[src/rtl/servo_hall_feedback.sv]
// Hall-sensor position/period tracker: synchronizes and filters the hall code, then counts steps.
// Build option: define SERVO_HALL_FILTER_EN to insert the FILTER_LEN consecutive-sample filter.
//
// state    | meaning
// ST_INIT  | waiting for the first valid accepted hall code
// ST_TRACK | following the commutation sequence, counting steps and period
// ST_FAULT | invalid or skipped code seen; latched until fault_clear
module servo_hall_feedback #(
  parameter int FILTER_LEN   = 4,
  parameter int POS_WIDTH    = 32,
  parameter int PERIOD_WIDTH = 24
) (
  input  logic                           clk,
  input  logic                           reset,
  input  logic [2:0]                     hall,
  input  logic                           pos_clear,
  input  logic                           fault_clear,
  output logic signed [POS_WIDTH-1:0]    position,
  output logic [PERIOD_WIDTH-1:0]        period,
  output logic                           direction,
  output logic                           step_valid,
  output logic                           stalled,
  output logic                           fault,
  output logic [2:0]                     hall_state
);

  typedef enum logic [1:0] {ST_INIT, ST_TRACK, ST_FAULT} state_t;

  localparam logic [PERIOD_WIDTH-1:0]     PERIOD_MAX = '1;
  localparam logic [PERIOD_WIDTH-1:0]     CNT_ONE    = {{(PERIOD_WIDTH-1){1'b0}}, 1'b1};
  localparam logic signed [POS_WIDTH-1:0] POS_ONE    = {{(POS_WIDTH-1){1'b0}}, 1'b1};

  if (FILTER_LEN < 1 || FILTER_LEN > 15) begin : g_bad_filter_len
    $error("FILTER_LEN must be in 1..15");
  end

  state_t                  state;
  logic [2:0]              hall_meta;
  logic [2:0]              hall_sync;
  logic [2:0]              code_acc;
  logic [PERIOD_WIDTH-1:0] cnt;
  logic                    is_fwd;
  logic                    is_rev;

  always_ff @(posedge clk) begin
    if (reset) begin
      hall_meta <= 3'd0;
      hall_sync <= 3'd0;
    end else begin
      hall_meta <= hall;
      hall_sync <= hall_meta;
    end
  end

`ifdef SERVO_HALL_FILTER_EN
  localparam logic [3:0] FILT_THRESH = 4'(FILTER_LEN);

  logic [2:0] filt_last;
  logic [3:0] filt_cnt;
  logic [3:0] filt_cnt_nxt;
  logic [2:0] filt_code;

  // The current sample counts as one, so a code is accepted on its FILTER_LEN-th sample.
  always_comb begin
    filt_cnt_nxt = 4'd1;
    if (hall_sync == filt_last)
      filt_cnt_nxt = (filt_cnt == 4'd15) ? 4'd15 : filt_cnt + 4'd1;
  end

  always_ff @(posedge clk) begin
    if (reset) begin
      filt_last <= 3'd0;
      filt_cnt  <= 4'd0;
      filt_code <= 3'd0;
    end else begin
      filt_last <= hall_sync;
      filt_cnt  <= filt_cnt_nxt;
      if (filt_cnt_nxt >= FILT_THRESH)
        filt_code <= hall_sync;
    end
  end

  assign code_acc = filt_code;
`else
  assign code_acc = hall_sync;
`endif

  function automatic logic [2:0] next_fwd(input logic [2:0] c);
    case (c)
      3'd1:    return 3'd3;
      3'd3:    return 3'd2;
      3'd2:    return 3'd6;
      3'd6:    return 3'd4;
      3'd4:    return 3'd5;
      3'd5:    return 3'd1;
      default: return 3'd0;
    endcase
  endfunction

  function automatic logic [2:0] next_rev(input logic [2:0] c);
    case (c)
      3'd1:    return 3'd5;
      3'd5:    return 3'd4;
      3'd4:    return 3'd6;
      3'd6:    return 3'd2;
      3'd2:    return 3'd3;
      3'd3:    return 3'd1;
      default: return 3'd0;
    endcase
  endfunction

  assign is_fwd = (code_acc == next_fwd(hall_state));
  assign is_rev = (code_acc == next_rev(hall_state));

  always_ff @(posedge clk) begin
    if (reset) begin
      state      <= ST_INIT;
      position   <= '0;
      period     <= PERIOD_MAX;
      direction  <= 1'b1;
      step_valid <= 1'b0;
      stalled    <= 1'b1;
      fault      <= 1'b0;
      hall_state <= 3'd0;
      cnt        <= PERIOD_MAX;
    end else begin
      step_valid <= 1'b0;
      case (state)
        ST_INIT: begin
          if (code_acc != 3'd0 && code_acc != 3'd7) begin
            hall_state <= code_acc;
            state      <= ST_TRACK;
            cnt        <= '0;
            stalled    <= 1'b0;
          end
        end
        ST_TRACK: begin
          if (code_acc == hall_state) begin
            if (cnt != PERIOD_MAX)
              cnt <= cnt + CNT_ONE;
            stalled <= (cnt >= PERIOD_MAX - CNT_ONE);
          end else if (is_fwd || is_rev) begin
            position   <= is_fwd ? position + POS_ONE : position - POS_ONE;
            direction  <= is_fwd;
            step_valid <= 1'b1;
            hall_state <= code_acc;
            period     <= (cnt == PERIOD_MAX) ? PERIOD_MAX : cnt + CNT_ONE;
            cnt        <= '0;
            stalled    <= 1'b0;
          end else begin
            // A clear arriving with the fault condition wins: straight back to INIT.
            stalled <= 1'b1;
            if (fault_clear) begin
              state <= ST_INIT;
            end else begin
              state <= ST_FAULT;
              fault <= 1'b1;
            end
          end
        end
        ST_FAULT: begin
          if (fault_clear) begin
            fault <= 1'b0;
            state <= ST_INIT;
          end
        end
        default: state <= ST_INIT;
      endcase
      if (pos_clear)
        position <= '0;
    end
  end

endmodule

[config.mk]
export PLATFORM = sky130hd
export DESIGN_NAME = servo_hall_feedback
export DESIGN_NICKNAME = d
export VERILOG_FILES = /design/src/rtl/servo_hall_feedback.sv
export SDC_FILE = /design/constraint.sdc
export NUM_CORES = 1
export LEC_CHECK = 0
export ABC_AREA = 1
export CAP_MARGIN = 40
export CORE_ASPECT_RATIO = 1.4
export CORE_MARGIN = 2
export CORE_UTILIZATION = 45
export DETAILED_ROUTE_END_ITERATION = 16
export PLACE_DENSITY = 0.68
export SYNTH_ARGS = -nofsm -noshare
export SYNTH_HDL_FRONTEND = slang
export SYNTH_SLANG_ARGS = --single-unit
[constraint.sdc]
create_clock -name clk -period 2.4 [get_ports clk]
set_input_delay 0.48 -clock clk [delete_from_list [all_inputs] [get_ports clk]]
set_output_delay 0.48 -clock clk [all_outputs]
set_load 0.01 [all_outputs]
After elaboration in Yosys (flattened, before gate mapping)

Index checks and enable logic that the tools add are counted.

Bits in registers: 95
Bits of input ports: 7
Output and inout bits: 63
Logic and storage cells: 82

Add/sub/neg operators: 3
Order comparisons: 1
Equality and inequality tests: 22
Muxes and demuxes: 29
Bitwise operators: 2
Reductions and logical operators: 14

Operators by type and width:

| kind                                                                  | number |
|---|---|
| 24-bit two-way mux                                                    | 5 |
| 24-bit one-hot mux with 2 select lines                                | 1 |
| 3-bit one-hot mux with 6 select lines                                 | 2 |
| 32-bit by 2-bit adder with 32-bit output (second input constant)      | 1 |
| 32-bit two-way mux                                                    | 1 |
| 32-bit by 2-bit subtractor with 32-bit output (second input constant) | 1 |
| 24-bit by 1-bit adder with 24-bit output (second input constant)      | 1 |
| 24-bit == test (second input constant)                                | 1 |
| 24-bit greater-or-equal comparator (second input constant)            | 1 |
| 24-bit != test (second input constant)                                | 1 |
| 2-bit != test (second input constant)                                 | 6 |
| 4-bit AND reduction                                                   | 3 |
| 2-bit two-way mux                                                     | 5 |
| 3-bit == test                                                         | 3 |
| 3-bit == test (second input constant)                                 | 3 |
| 3-bit two-way mux                                                     | 3 |
| 3-bit != test (second input constant)                                 | 3 |
| 1-bit two-way mux                                                     | 8 |
| 3-bit by 2-bit == test with 1-bit output (second input constant)      | 2 |
| 2-bit one-hot mux with 3 select lines                                 | 1 |
| 3-bit one-hot mux with 2 select lines                                 | 1 |
| 5-bit AND reduction                                                   | 1 |
| 1-bit one-hot mux with 2 select lines                                 | 2 |
| 2-bit nonzero test                                                    | 2 |
| 12 further kinds                                                      | 13 |

Logic depth before layout (Yosys ltp)

Word-level depth: 7
Depth in mapped cells: 22
Gate-level depth less buffers: 22

Worst setup path after synthesis

Ideal clock, no wire load.

Kind: flip-flop to flip-flop
Start: reg hall_state[1]
End: reg position[26]
Setup time: 118 ps
Data arrival time: 2,487 ps
Data required time: 2,282 ps
Path slack: -205 ps
Cell stages (with the launch flop): 21
Path buffers: 0
Clock period less this slack: 2,605 ps
Cells stage by stage: dfxtp_1 inv_2 nand2_2 nand2_2 nand2_1 nand2_1 nand3_4 inv_1 fa_1 inv_1 nand3_1 nand2_1 nand2_1 nand2_1 inv_1 o21ai_0 nand2_1 nand2_1 nand2_1 nand2_1 a21oi_1

Word-level cells in the longest chain between the ends: 5
Elaborated cells between the ends (all ways): 15
Classes of those cells: eq/ne: 9; mux: 3; bitwise: 1; reduce/logical: 2

Ends and longest elaborated chain:

| what                                        | line | RTL |
|---|---|---|
| start, declared                             | 24   | `output logic [2:0] hall_state` |
| start signal, assigned                      | 131  | `hall_state <= code_acc;` |
| start signal, assigned                      | 146  | `hall_state <= code_acc;` |
| 3-bit == test, or another cell as far along | 89   | `case (c)` |
| 3-bit one-hot mux with 6 select lines (*)   | 89   |  |
| 3-bit == test (*)                           | 112  | `assign is_fwd = (code_acc == next_fwd(hall_state));` |
| named net is_fwd                            | 42   | `logic is_fwd;` |
| 1-bit logical OR                            | 142  | `end else if (is_fwd \|\| is_rev) begin` |
| 3-bit AND reduction (no line)               | -    |  |
| end signal, assigned                        | 143  | `position <= is_fwd ? position + POS_ONE : position - POS_ONE;` |
| end, declared                               | 18   | `output logic signed [POS_WIDTH-1:0] position,` |

The timed path passes the listed nets; every way through them passes the cells marked *.
A chain may end at the register's enable or synchronous reset.

Final worst setup path

Start: reg hall_state[0]
End: reg position[15]

Word-level cells in the longest chain between the ends: 5
Elaborated cells between the ends (all ways): 15
Classes of those cells: eq/ne: 9; mux: 3; bitwise: 1; reduce/logical: 2

Ends and longest elaborated chain:

| what                                                            | line |
|---|---|
| 3-bit == test, or another cell as far along                     | 89, 101 |
| 3-bit one-hot mux with 6 select lines, on equally long branches | 89, 101 |
| 3-bit == test, on equally long branches                         | 112, 113 |
| 1-bit logical OR                                                | 142 |
| 3-bit AND reduction (no line)                                   | - |

Several ways; a longest one is shown, not always the timed one.

==> run_summary.xml <==
<?xml version="1.0" encoding="UTF-8"?>
<metrics>
  <group name="placed_design">
    <metric name="port_buffers" unit="">69</metric>
    <metric name="dp_cells" unit="">1291</metric>
    <metric name="detailed_place_hpwl" unit="µm">13900</metric>
    <metric name="gp_congestion" unit="">0.955</metric>
    <metric name="dpl_cell_area" unit="µm²">7850</metric>
  </group>
  <group name="setup_path">
    <metric name="critical_path.endpoint_type" unit="">flop</metric>
    <metric name="worstPathCellList" unit="">inv_4 &gt; nand2_2 &gt; nand2_1 &gt; nand2_1 &gt; nand2_1 &gt; clkinv_2 &gt; nand3_4 &gt; buf_12 &gt; ha_1 &gt; nand2_1 &gt; inv_1 &gt; nand2_1 &gt; nand2_1 &gt; a21oi_2 &gt; nand2_2 &gt; buf_4 &gt; xor2_1 &gt; nand2_1 &gt; a21oi_2</metric>
    <metric name="cp_slowest_stage_delay" unit="ns">0.34</metric>
    <metric name="cp-startpoint" unit="">hall_state[0]$_SDFFE_PP0P_</metric>
    <metric name="critical-path-top-cell-by-count" unit="">nand2_1</metric>
    <metric name="critical_path.max_fanout" unit="">25</metric>
    <metric name="critical_path_required" unit="ns">2.68</metric>
    <metric name="worst_ep_arrival_time" unit="ns">2.89</metric>
    <metric name="type_of_element_launching_the_critical_path" unit="">flop</metric>
    <metric name="critical-path-slowest-cell" unit="">dfxtp_2</metric>
    <metric name="setup.worst_path.class" unit="">flop to flop</metric>
    <metric name="crit-reg2reg-launch" unit="">hall_state[0]$_SDFFE_PP0P_</metric>
  </group>
  <group name="min_path">
    <metric name="holdCritPathClass" unit="">flop to flop</metric>
    <metric name="hold_start" unit="">hall_meta[2]$_SDFF_PP0_</metric>
  </group>
  <group name="yosys">
    <metric name="synth-main-ff-cell" unit="">dfxtp_1</metric>
    <metric name="postSynthAreaPerCell" unit="µm²">6.56</metric>
    <metric name="postSynthRegisterBits" unit="">95</metric>
    <metric name="proportion_of_synthesized_flip_flops_having_asynchronous_set_or_reset" unit="%">0</metric>
    <metric name="synth_sequential_area_ratio" unit="%">30.0</metric>
    <metric name="syn_inst" unit="">965</metric>
    <metric name="synth.cell_area" unit="µm²">6330</metric>
    <metric name="synth_cell_types" unit="">45</metric>
    <metric name="synth_enable_flop_cells" unit="">0</metric>
    <metric name="post_synthesis_net_count" unit="">1007</metric>
    <metric name="ys.warnings.count" unit="">0</metric>
  </group>
  <group name="power_and_ir_drop">
    <metric name="standby_leakage_power" unit="nW">3.96</metric>
    <metric name="power.ir.vdd_worst" unit="µV">735</metric>
    <metric name="power.total" unit="mW">13.8</metric>
    <metric name="power_density" unit="nW/µm²">1620</metric>
  </group>
  <group name="die">
    <metric name="io-pin-count" unit="">70</metric>
    <metric name="fp.dieArea" unit="µm²">15100</metric>
    <metric name="fp.dieW" unit="µm">104</metric>
    <metric name="placement_rows" unit="">51</metric>
    <metric name="placeableCoreArea" unit="µm²">13800</metric>
    <metric name="starting_density_of_the_core" unit="%">45.7</metric>
    <metric name="die_height" unit="µm">144</metric>
  </group>
  <group name="route">
    <metric name="post_route_drc_violation_count" unit="">0</metric>
    <metric name="drtAntennaViolNets" unit="">0</metric>
    <metric name="vias_post_dr" unit="">6729</metric>
    <metric name="dr.pass1.iters" unit="">5</metric>
    <metric name="viasPerCell" unit="">5.14</metric>
    <metric name="drt_wl_total" unit="µm">18600</metric>
    <metric name="routed_wl_per_cell" unit="µm">14.2</metric>
    <metric name="drt-initial-drc-count" unit="">213</metric>
  </group>
  <group name="timing">
    <metric name="post-route-period-util" unit="%">109</metric>
    <metric name="timing.final.ws_setup" unit="ns">-0.210</metric>
    <metric name="clock_skew" unit="ns">0.00794</metric>
    <metric name="hold_viol" unit="">0</metric>
    <metric name="final.setup.tns" unit="ns">-2.51</metric>
    <metric name="setup_viol" unit="">22</metric>
    <metric name="timing.final.crit_period" unit="ns">2.61</metric>
    <metric name="transition_at_the_pin_with_the_smallest_max_transition_slack" unit="ns">0.490</metric>
    <metric name="rsz_0062_raised_after_global_routing" unit="">yes</metric>
    <metric name="timing_max_transition_violations_final" unit="">0</metric>
    <metric name="timing.slew.headroom" unit="%">67.2</metric>
    <metric name="max_freq" unit="GHz">0.383</metric>
  </group>
  <group name="clock_tree">
    <metric name="cts_htree_levels" unit="">3</metric>
    <metric name="cts_tree" unit="">built</metric>
    <metric name="path_clk_slew" unit="ns">0.07</metric>
    <metric name="max-clock-path-buffers" unit="">2</metric>
    <metric name="cts-hold-fix-buffers" unit="">0</metric>
    <metric name="clkSinkCount" unit="">95</metric>
    <metric name="clockRootBuffer" unit="">clkbuf_16</metric>
    <metric name="worstSkewPairLatency" unit="ns">0.35</metric>
    <metric name="clock_buffer_count_from_cts" unit="">9</metric>
  </group>
  <group name="finish">
    <metric name="area.growth.synth_to_final" unit="%">34.5</metric>
    <metric name="n_antenna_cell" unit="">0</metric>
    <metric name="post-route-util" unit="%">61.5</metric>
    <metric name="design.final.nets" unit="">1161</metric>
    <metric name="final_cell_count_no_fill" unit="">1309</metric>
    <metric name="final_layout_size_suffix_gt1_share" unit="%">21.1</metric>
    <metric name="fillers" unit="">1297</metric>
    <metric name="final_cell_area" unit="µm²">8510</metric>
  </group>
  <group name="global_routing">
    <metric name="via_count_of_the_first_global_routing_pass" unit="">6436</metric>
    <metric name="grt_antenna_before_repair" unit="">0</metric>
    <metric name="grt_max_degree" unit="">33</metric>
    <metric name="groute.usage.overall" unit="%">24.8</metric>
    <metric name="wire_length_of_the_first_global_routing_pass" unit="µm">30000</metric>
    <metric name="grt-ovfl-total" unit="">0</metric>
  </group>
  <group name="outcome">
    <metric name="run_status" unit="">finished, violations left</metric>
    <metric name="violations" unit="">setup timing</metric>
  </group>
  <group name="run">
    <metric name="cap_viol_max_count" unit="">0</metric>
  </group>
</metrics>
critical path: cells and delay by family (launching register included):
family	cells	cell delay [ns]
buffers and inverters	5	0.58
AND/OR/NAND/NOR	10	0.89
AO/OA/AOI/OAI	2	0.30
flip-flops	1	0.34
adder cells (fa/ha/maj)	1	0.31
XOR/XNOR	1	0.12
cell usage in the layout (no fill, tap or decap), types with 3 or more instances in the layout:
cell	count
ha_4	12
o21ai_0	53
nand3_2	7
a21oi_2	26
nor3_1	8
or2_1	6
nor2_2	15
a21oi_1	47
nor3_2	4
xnor2_1	12
nand3b_1	6
dfxtp_1	92
nand3_1	77
inv_1	95
xor2_1	26
clkbuf_16	9
or2_2	3
ha_2	3
nand4_1	8
buf_4	96
clkdlybuf4s50_1	69
nand2_2	25
and2_1	3
dfxtp_2	3
inv_4	3
nand2_1	258
inv_2	7
ha_1	19
nor2_1	88
o21bai_1	7
Yosys cell counts (8+ instances only):
cell type  number  share of area, %
xor2_1         27               3.7
inv_1          97               5.7
a21oi_1        64               5.1
nand2_1       276                16
xnor2_1        12               1.7
o21ai_0        55               4.3
dfxtp_1        95                30
ha_1           34               6.7
buf_2           8              0.63
nor3_1         11              0.87
nor2_1         99               5.9
a21oi_2         9               1.2
nand3_1        79               6.2
nand4_1         8              0.79
metrics by stage:
| step | hold slack, ns | setup WS (ns) |
|---|---|---|
| floorplan | 0.388 | -0.130 |
| global placement | 0.390 | -0.152 |
| detailed placement | 0.395 | -0.196 |
| CTS | 0.406 | -0.123 |
| global route | 0.427 | -0.353 |
| finish | 0.404 | -0.210 |
timing repair:
item | in CTS | in global routing
resized for setup | 49 | 28
setup buffers | 1 | 1
endpoints found under the setup margin | 24 | 26
pin swaps | 7 | 2
registers in the layout (all words and copies together) (netlist names):
signal      count
period         24
fault           1
state           2
stalled         1
direction       1
hall_meta       3
code_acc        3
position       32
hall_state      3
step_valid      1
cnt            24
layer usage:
metal  vias up  global-route usage (%)  wire [µm]
li1       3428                       -          -
met3        53                    3.38        724
met5         -                       0          0
met4         0                    13.0        858
met2       161                    48.8       9960
met1      3087                    25.3       7070
worst paths after layout:
kind / slack, ns / end / depth (start not counted)
max: -0.21 / position[15]$_SDFFE_PP0P_ / 19
min: 0.40 / code_acc[2]$_SDFF_PP0_ / 2
max reg2reg: -0.21 / position[15]$_SDFFE_PP0P_ / 19
min reg2reg: 0.40 / code_acc[2]$_SDFF_PP0_ / 2
cells by family (layout without fill, tap and decap cells):
kind of cell / after synthesis / count (layout) / share of synthesized area [%]
DFF: 95 / 95 / 30.0
xor gates and xnor gates: 39 / 39 / 5.39
and+or+nand+nor: 518 / 518 / 35.8
AOI/OAI and AO/OA: 145 / 145 / 12.6
buffers and inverters: 133 / 292 / 9.11
adders and majority gates: 35 / 35 / 7.03
where the power goes:
part,switching [mW],internal [mW]
clock network,0.695,0.726
registers,0.411,2.00
logic,5.60,4.35
layout make-up:
class	instances	area (µm²)	share of cell area [%]
clock buffer	9	225	2.65
clock inverter	7	61.3	0.720
inverter	107	410	4.82
multi-input combinational	737	4210	49.4
sequential	95	1910	22.4
tap	185	231	2.72
timing repair buffer	169	1470	17.3
Power figures use the tool's default switching activity.
